## src/rtl/axil_reg_bridge.sv

```systemverilog
// AXI4-Lite slave that turns single-beat reads and writes into one-cycle register strobes
// on a simple word-addressed register port with a fixed one-cycle read latency.
module axil_reg_bridge #(
    parameter int AXI_ADDR_WIDTH = 32,
    parameter int AXI_DATA_WIDTH = 32,
    parameter int NUM_REGS       = 16
) (
    input  logic                          clk,
    input  logic                          rstn,
    input  logic [AXI_ADDR_WIDTH-1:0]     s_axil_awaddr,
    input  logic                          s_axil_awvalid,
    output logic                          s_axil_awready,
    input  logic [AXI_DATA_WIDTH-1:0]     s_axil_wdata,
    input  logic [AXI_DATA_WIDTH/8-1:0]   s_axil_wstrb,
    input  logic                          s_axil_wvalid,
    output logic                          s_axil_wready,
    output logic [1:0]                    s_axil_bresp,
    output logic                          s_axil_bvalid,
    input  logic                          s_axil_bready,
    input  logic [AXI_ADDR_WIDTH-1:0]     s_axil_araddr,
    input  logic                          s_axil_arvalid,
    output logic                          s_axil_arready,
    output logic [AXI_DATA_WIDTH-1:0]     s_axil_rdata,
    output logic [1:0]                    s_axil_rresp,
    output logic                          s_axil_rvalid,
    input  logic                          s_axil_rready,
    output logic                          reg_wr_en,
    output logic [AXI_ADDR_WIDTH-1:0]     reg_wr_addr,
    output logic [AXI_DATA_WIDTH-1:0]     reg_wr_data,
    output logic                          reg_rd_en,
    output logic [AXI_ADDR_WIDTH-1:0]     reg_rd_addr,
    input  logic [AXI_DATA_WIDTH-1:0]     reg_rd_data
);

    localparam int STRB_WIDTH = AXI_DATA_WIDTH / 8;
    localparam int ADDR_LSB   = $clog2(STRB_WIDTH);
    localparam logic [AXI_ADDR_WIDTH-1:0] NUM_REGS_W = AXI_ADDR_WIDTH'(NUM_REGS);

    typedef enum logic [1:0] {W_IDLE, W_EXEC, W_RESP} w_state_t;
    typedef enum logic [1:0] {R_IDLE, R_REQ, R_WAIT, R_RESP} r_state_t;

    // ---------------- write path ----------------
    w_state_t                  w_state_reg, w_state_next;
    logic                      aw_held_reg, aw_held_next;
    logic                      w_held_reg, w_held_next;
    logic [AXI_ADDR_WIDTH-1:0] aw_addr_reg, aw_addr_next;
    logic [AXI_DATA_WIDTH-1:0] w_data_reg, w_data_next;
    logic [STRB_WIDTH-1:0]     w_strb_reg, w_strb_next;
    logic                      wr_ok_reg, wr_ok_next;
    logic [AXI_ADDR_WIDTH-1:0] wr_addr_reg, wr_addr_next;
    logic [AXI_DATA_WIDTH-1:0] wr_data_reg, wr_data_next;
    logic                      aw_hs, w_hs, b_hs;

    assign s_axil_awready = rstn && (w_state_reg == W_IDLE) && !aw_held_reg;
    assign s_axil_wready  = rstn && (w_state_reg == W_IDLE) && !w_held_reg;
    assign s_axil_bvalid  = rstn && (w_state_reg == W_RESP);
    assign s_axil_bresp   = (s_axil_bvalid && !wr_ok_reg) ? 2'b10 : 2'b00;
    assign reg_wr_en      = rstn && (w_state_reg == W_EXEC) && wr_ok_reg;
    assign reg_wr_addr    = wr_addr_reg;
    assign reg_wr_data    = wr_data_reg;

    assign aw_hs = s_axil_awvalid && s_axil_awready;
    assign w_hs  = s_axil_wvalid && s_axil_wready;
    assign b_hs  = s_axil_bvalid && s_axil_bready;

    always_comb begin
        w_state_next = w_state_reg;
        aw_held_next = aw_held_reg;
        w_held_next  = w_held_reg;
        aw_addr_next = aw_addr_reg;
        w_data_next  = w_data_reg;
        w_strb_next  = w_strb_reg;
        wr_ok_next   = wr_ok_reg;
        wr_addr_next = wr_addr_reg;
        wr_data_next = wr_data_reg;
        case (w_state_reg)
            W_IDLE: begin
                if (aw_hs) begin
                    aw_held_next = 1'b1;
                    aw_addr_next = s_axil_awaddr;
                end
                if (w_hs) begin
                    w_held_next = 1'b1;
                    w_data_next = s_axil_wdata;
                    w_strb_next = s_axil_wstrb;
                end
                // Strobe outputs only change when a write is actually issued.
                if (aw_held_next && w_held_next) begin
                    wr_addr_next = aw_addr_next >> ADDR_LSB;
                    wr_data_next = w_data_next;
                    wr_ok_next   = (wr_addr_next < NUM_REGS_W) && (&w_strb_next);
                    w_state_next = W_EXEC;
                end
            end
            W_EXEC: w_state_next = W_RESP;
            W_RESP: begin
                if (b_hs) begin
                    aw_held_next = 1'b0;
                    w_held_next  = 1'b0;
                    w_state_next = W_IDLE;
                end
            end
            default: w_state_next = W_IDLE;
        endcase
    end

    always_ff @(posedge clk) begin
        if (!rstn) begin
            w_state_reg <= W_IDLE;
            aw_held_reg <= 1'b0;
            w_held_reg  <= 1'b0;
            aw_addr_reg <= '0;
            w_data_reg  <= '0;
            w_strb_reg  <= '0;
            wr_ok_reg   <= 1'b0;
            wr_addr_reg <= '0;
            wr_data_reg <= '0;
        end else begin
            w_state_reg <= w_state_next;
            aw_held_reg <= aw_held_next;
            w_held_reg  <= w_held_next;
            aw_addr_reg <= aw_addr_next;
            w_data_reg  <= w_data_next;
            w_strb_reg  <= w_strb_next;
            wr_ok_reg   <= wr_ok_next;
            wr_addr_reg <= wr_addr_next;
            wr_data_reg <= wr_data_next;
        end
    end

    // ---------------- read path ----------------
    r_state_t                  r_state_reg, r_state_next;
    logic                      rd_ok_reg, rd_ok_next;
    logic [AXI_ADDR_WIDTH-1:0] rd_addr_reg, rd_addr_next;
    logic [AXI_DATA_WIDTH-1:0] rdata_reg, rdata_next;
    logic [1:0]                rresp_reg, rresp_next;
    logic                      ar_hs, r_hs;

    assign s_axil_arready = rstn && (r_state_reg == R_IDLE);
    assign s_axil_rvalid  = rstn && (r_state_reg == R_RESP);
    assign s_axil_rdata   = rdata_reg;
    assign s_axil_rresp   = rresp_reg;
    assign reg_rd_en      = rstn && (r_state_reg == R_REQ) && rd_ok_reg;
    assign reg_rd_addr    = rd_addr_reg;

    assign ar_hs = s_axil_arvalid && s_axil_arready;
    assign r_hs  = s_axil_rvalid && s_axil_rready;

    always_comb begin
        r_state_next = r_state_reg;
        rd_ok_next   = rd_ok_reg;
        rd_addr_next = rd_addr_reg;
        rdata_next   = rdata_reg;
        rresp_next   = rresp_reg;
        case (r_state_reg)
            R_IDLE: begin
                if (ar_hs) begin
                    rd_addr_next = s_axil_araddr >> ADDR_LSB;
                    rd_ok_next   = (rd_addr_next < NUM_REGS_W);
                    r_state_next = R_REQ;
                end
            end
            R_REQ: r_state_next = R_WAIT;
            R_WAIT: begin
                // Register file answers exactly one cycle after the strobe.
                rdata_next   = rd_ok_reg ? reg_rd_data : '0;
                rresp_next   = rd_ok_reg ? 2'b00 : 2'b10;
                r_state_next = R_RESP;
            end
            R_RESP: begin
                if (r_hs) r_state_next = R_IDLE;
            end
            default: r_state_next = R_IDLE;
        endcase
    end

    always_ff @(posedge clk) begin
        if (!rstn) begin
            r_state_reg <= R_IDLE;
            rd_ok_reg   <= 1'b0;
            rd_addr_reg <= '0;
            rdata_reg   <= '0;
            rresp_reg   <= 2'b00;
        end else begin
            r_state_reg <= r_state_next;
            rd_ok_reg   <= rd_ok_next;
            rd_addr_reg <= rd_addr_next;
            rdata_reg   <= rdata_next;
            rresp_reg   <= rresp_next;
        end
    end

endmodule

```

## config.mk

```make
export PLATFORM = sky130hd
export DESIGN_NAME = axil_reg_bridge
export DESIGN_NICKNAME = d
export VERILOG_FILES = /design/src/rtl/axil_reg_bridge.sv
export SDC_FILE = /design/constraint.sdc
export NUM_CORES = 1
export LEC_CHECK = 0
export CAP_MARGIN = 30
export CORE_UTILIZATION = 39
export DETAILED_ROUTE_END_ITERATION = 7
export GPL_ROUTABILITY_DRIVEN = 0
export PLACE_DENSITY = 0.7
export SYNTH_ARGS = -nofsm -noshare
export SYNTH_HDL_FRONTEND = slang
export SYNTH_SLANG_ARGS = --single-unit
```

## constraint.sdc

```tcl
create_clock -name clk -period 3.1 [get_ports clk]
set_input_delay 0.775 -clock clk [delete_from_list [all_inputs] [get_ports clk]]
set_output_delay 0.775 -clock clk [all_outputs]
set_load 0.01 [all_outputs]
```

* Word level (Yosys, flattened, before mapping)
Index checks and enable logic that the tools add are counted.
W data, S select, Z words.
** Cells by class
- Add/subtract/negate cells :: 0
- $mul :: 0
- Divide/modulo/power cells :: 0
- $lt $le $gt $ge :: 2
- Equal/unequal tests :: 9
- Shift operators :: 0
- Mux-type cells :: 21
- Bitwise operators :: 0
- Reductions and logical operators :: 30
** Operators by type and width (number)
- $mux W32 :: 4
- $lt A30 B5 Y1 const B :: 2
- $logic_and A1 B1 Y1 :: 18
- $mux W2 :: 6
- $reduce_and A2 Y1 :: 5
- $mux W4 :: 2
- $pmux W2 S4 :: 1
- $eq A2 B2 Y1 const B :: 3
- $ne A2 B2 Y1 const B :: 3
- $pmux W2 S3 :: 1
- $mux W1 :: 5
- $eq A2 B1 Y1 const B :: 2
- $logic_not A2 Y1 :: 2
- $pmux W1 S2 :: 2
- $reduce_and A4 Y1 :: 1
- $logic_not A1 Y1 :: 3
- $ne A2 B1 Y1 const B :: 1
- $reduce_bool A2 Y1 :: 1
** Word-level totals
- Register bits after elaboration :: 200
- Bits in latches :: 0
- Memory bits (writable) :: 0
- ROM bits :: 0
- Input bits :: 139
- Output and inout bits :: 139
- Logic and storage cells :: 76
- Memories :: 0

* Logic depth before layout (Yosys ltp)
- Depth in word-level cells :: 9
- Gate-level depth with buffers :: 7
- Gate-level depth less buffers :: 5

* Worst setup path before layout
Ideal clock, no wire load.
- Path kind :: input to output
- From :: input port rstn
- To :: output port reg_wr_en
- Arrival :: 1.537 ns
- Path slack :: 0.788 ns
- Stages on the path :: 4
- Cell sequence :: buf_2 > clkbuf_1 > nand2_1 > nor3_1
** On the way
- Longest elaborated chain between the ends :: 2
** Ends and longest elaborated chain
- start, declared :: line 9 : input logic rstn,
- $logic_and A1 B1 Y1 (2 in series) :: line 58 : assign reg_wr_en = rstn && (w_state_reg == W_EXEC) && wr_ok_reg;
- end, declared :: line 27 : output logic reg_wr_en,
Every way passes these cells.

* Worst setup path in the final report
- From :: register w_state_reg[0]
- To :: output port s_axil_bresp[1]
** On the way
- Longest elaborated chain between the ends :: 4
** Ends and longest elaborated chain
- start, declared :: line 43 : w_state_t w_state_reg, w_state_next;
- start signal, assigned :: line 119 : w_state_reg <= w_state_next;
- $eq A2 B2 Y1 :: line 56 : assign s_axil_bvalid = rstn && (w_state_reg == W_RESP);
- $logic_and A1 B1 Y1 :: line 56
- $logic_and A1 B1 Y1 :: line 57 : assign s_axil_bresp = (s_axil_bvalid && !wr_ok_reg) ? 2'b10 : 2'b00;
- $mux W2 :: line 57
- end, declared :: line 17 : output logic [1:0] s_axil_bresp,
Every way passes these cells.

==> results.ini <==
[critical_path]
endpoint_kind=output pin
timing.critical_path.fanout_max=6
timing.critical_path.from_type=flip-flop
worst-setup-path-type=flip-flop to output pin
worst_r2r_startpoint=w_state_reg[1]$_SDFFE_PN0P_
critical_path.endpoint=s_axil_bresp[1]
reg2reg_slack_ns=1.14
r2r.worst_path.cells=7
timing.critical_path.arrival_ns=1.93
worstReg2RegEnd=reg_wr_data[29]$_SDFFE_PN0P_
critPathLaunch=w_state_reg[0]$_SDFFE_PN0P_
crit_required_ns=2.32

[clock_network]
htree_levels=4
cts_hold_buf=0
cts.path.max_buffers=2
worst_skew_late_latency_ns=0.43
cts_buffers=17
worst_setup_hold_path_clk_slew_ns=0.07
tritoncts=yes
post_cts_buffers=0
cts_repair_resize_count=0
numClockSinks=199
root_buffer=sky130_fd_sc_hd__clkbuf_16

[routing]
avgRoutedWirePerCell_um=14.2
first_pass_iters=4
detail_route.drc_violations=0
route.vias.total=6241
number_of_vias_per_cell_after_detailed_routing=4.74
drt_first_iter_violations=241
detail-route-antenna-nets=0
detail_route.wirelength_um=18700

[synthesis]
yosysSeqAreaShare_pct=51.7
post_synthesis_async_set_or_reset_flop_share_pct=0
synth_top_cell_area_share_pct=51.7
netlist_instances=797
postSynth.topFlopCell=sky130_fd_sc_hd__dfxtp_1
yosys.cell_count.top_type=sky130_fd_sc_hd__dfxtp_1
synth_warnings=0
synth-seq-cells=199
mappedNetlistArea_um2=7710
ys_top_cells_by_count=sky130_fd_sc_hd__dfxtp_1 (199), sky130_fd_sc_hd__nand2_1 (134), sky130_fd_sc_hd__nor2b_1 (130), sky130_fd_sc_hd__mux2i_1 (66), sky130_fd_sc_hd__o211a_1 (62)
synth_top_area_cell=sky130_fd_sc_hd__dfxtp_1
post_synth_main_area_contributors=sky130_fd_sc_hd__dfxtp_1 (52%), sky130_fd_sc_hd__nor2b_1 (11%), sky130_fd_sc_hd__mux2i_1 (8.6%)
synth-edff-count=0
syn_avg_cell_area_um2=9.67
synthDistinctLibCells=30

[sta]
setup_slack_ns=0.391
fin_skew_ns=0.0121
hold_viol_final=0
hold_slack_ns=0.455
period_share_pct=87.4
maxSlewHeadroom_pct=55.7
fin_crit_ns=2.71
maxClockFrequency_mhz=369
setup_viol_count_final=0
slew_viol_final=0
tns_ns=0
worst_slew_pin_slew_ns=0.665
rsz0062_at_grt=false

[job]
maxCapViolations=0

[layout]
fillers=1792
final_net_count=1181
drive_gt1_share_pct=5.04
postLayoutCoreUtil_pct=57.7
area_delta_synth_final_pct=45.2
antennaDiodeCount=0

[min_path]
hold_path_class=flip-flop to flip-flop

[placed_design]
detailed_place_hpwl_um=13100
dp_slack_ns=0.395
buffer_ports.inserted=267

[global_routing]
grt_pass1_vias=5890
grt_pass1_wl_um=29400
grt_antenna_before_repair=0
globalRouteTotalUtil_pct=18.3
maximum_number_of_pins_on_one_net_before_global_route_repair=80
global_route.overflow_total=0

[die]
die_width_um=143
starting_density_pct=39.7
floorplan.die_area_um2=20300
rows=51
die_h_um=143
design.portCount=278
coreArea_um2=19400

[status]
run_status=finished, final reports clean

[power]
vdd_ir_drop_max_uv=364
p_leak_nw=5.07
powerDensity_nw_per_um2=584

-- final cells by class --
class	instances	area [um^2]	share of cell area [%]
clock buffers	18	439	3.92
clock inverters	14	156	1.40
inverters	5	18.8	0.168
multi-input cells	533	3430	30.6
flip-flops and latches	199	3980	35.6
well taps	265	332	2.96
repair buffers	282	2830	25.3
-- per-layer routing --
layer / global-route usage [%] / wire length (um) / part of all wire (%) / up-vias
li1: - / - / - / 3170
met1: 23.1 / 8600 / 46 / 2899
met2: 29.8 / 8540 / 46 / 156
met3: 5.38 / 1260 / 6.7 / 16
met4: 5.77 / 271 / 1.5 / 0
met5: 0 / 0 / 0 / -
-- logic make-up after synthesis --
group	count (synthesis)	synth area share, %
and+or+nand+nor	318	21.6
DFF	199	51.7
AOI/OAI and AO/OA	139	13.2
buffers and inverters	70	4.22
muxes	66	8.57
adders and majority gates	4	0.649
other	1	0.0487
-- metrics by stage --
step           cells  instance area (um^2)  power, mW
2_1_floorplan    802                  7730       3.68
3_3_place_gp    1284                 10600       4.40
3_5_place_dp    1284                 10600       4.42
4_1_cts         1316                 11200       6.62
5_1_grt         1316                 11200       6.87
6_report        1316                 11200       6.53
-- report_power, final --
group / internal [mW] / switching (mW) / total, mW
Sequential: 2.81 / 0.131 / 2.94
Clock: 1.10 / 1.08 / 2.18
Combinational: 0.758 / 0.651 / 1.41
Total: 4.67 / 1.86 / 6.53
-- layout by cell type (no fill, tap or decap), drive strengths merged --
master         netlist  routed
nor4b                3       3
clkdlybuf4s50        0     266
nand3                7       7
a21boi               4       4
a21oi               38      38
and3                 3       3
o31ai                1       1
o211a               62      62
nand4                5       5
clkinv               0       6
conb                 1       6
o21ai               33      33
nor2b              130     130
and2                 7       7
clkinvlp             0       1
mux2i               66      66
dfxtp              199     199
nand2              135     135
buf                 24      16
nor4                18      18
nor3                 3       3
ha                   4       4
clkbuf              41      18
o22ai                1       1
nor2                 7       7
inv                  5      12
-- worst min path at each step --
stage,start,endpoint,slack (ns),depth (start not counted)
2_1_floorplan,w_strb_reg[3]$_SDFFE_PN0N_,w_strb_reg[3]$_SDFFE_PN0N_,0.44,2
3_3_place_gp,reg_rd_addr[11]$_SDFFE_PN0P_,reg_rd_addr[11]$_SDFFE_PN0P_,0.44,2
3_5_place_dp,reg_rd_addr[26]$_SDFFE_PN0P_,reg_rd_addr[26]$_SDFFE_PN0P_,0.45,2
4_1_cts,reg_rd_addr[26]$_SDFFE_PN0P_,reg_rd_addr[26]$_SDFFE_PN0P_,0.46,2
5_1_grt,reg_rd_addr[28]$_SDFFE_PN0P_,reg_rd_addr[28]$_SDFFE_PN0P_,0.48,2
6_report,reg_rd_addr[26]$_SDFFE_PN0P_,reg_rd_addr[26]$_SDFFE_PN0P_,0.46,2
-- critical path, cell delays in order, from the launching register on --
cell	delay [ns]
sky130_fd_sc_hd__dfxtp_1	0.54
sky130_fd_sc_hd__inv_1	0.16
sky130_fd_sc_hd__and3_1	0.20
sky130_fd_sc_hd__nor2b_1	0.12
sky130_fd_sc_hd__clkdlybuf4s50_1	0.49
No activity file was read; power rests on OpenSTA's default activity.
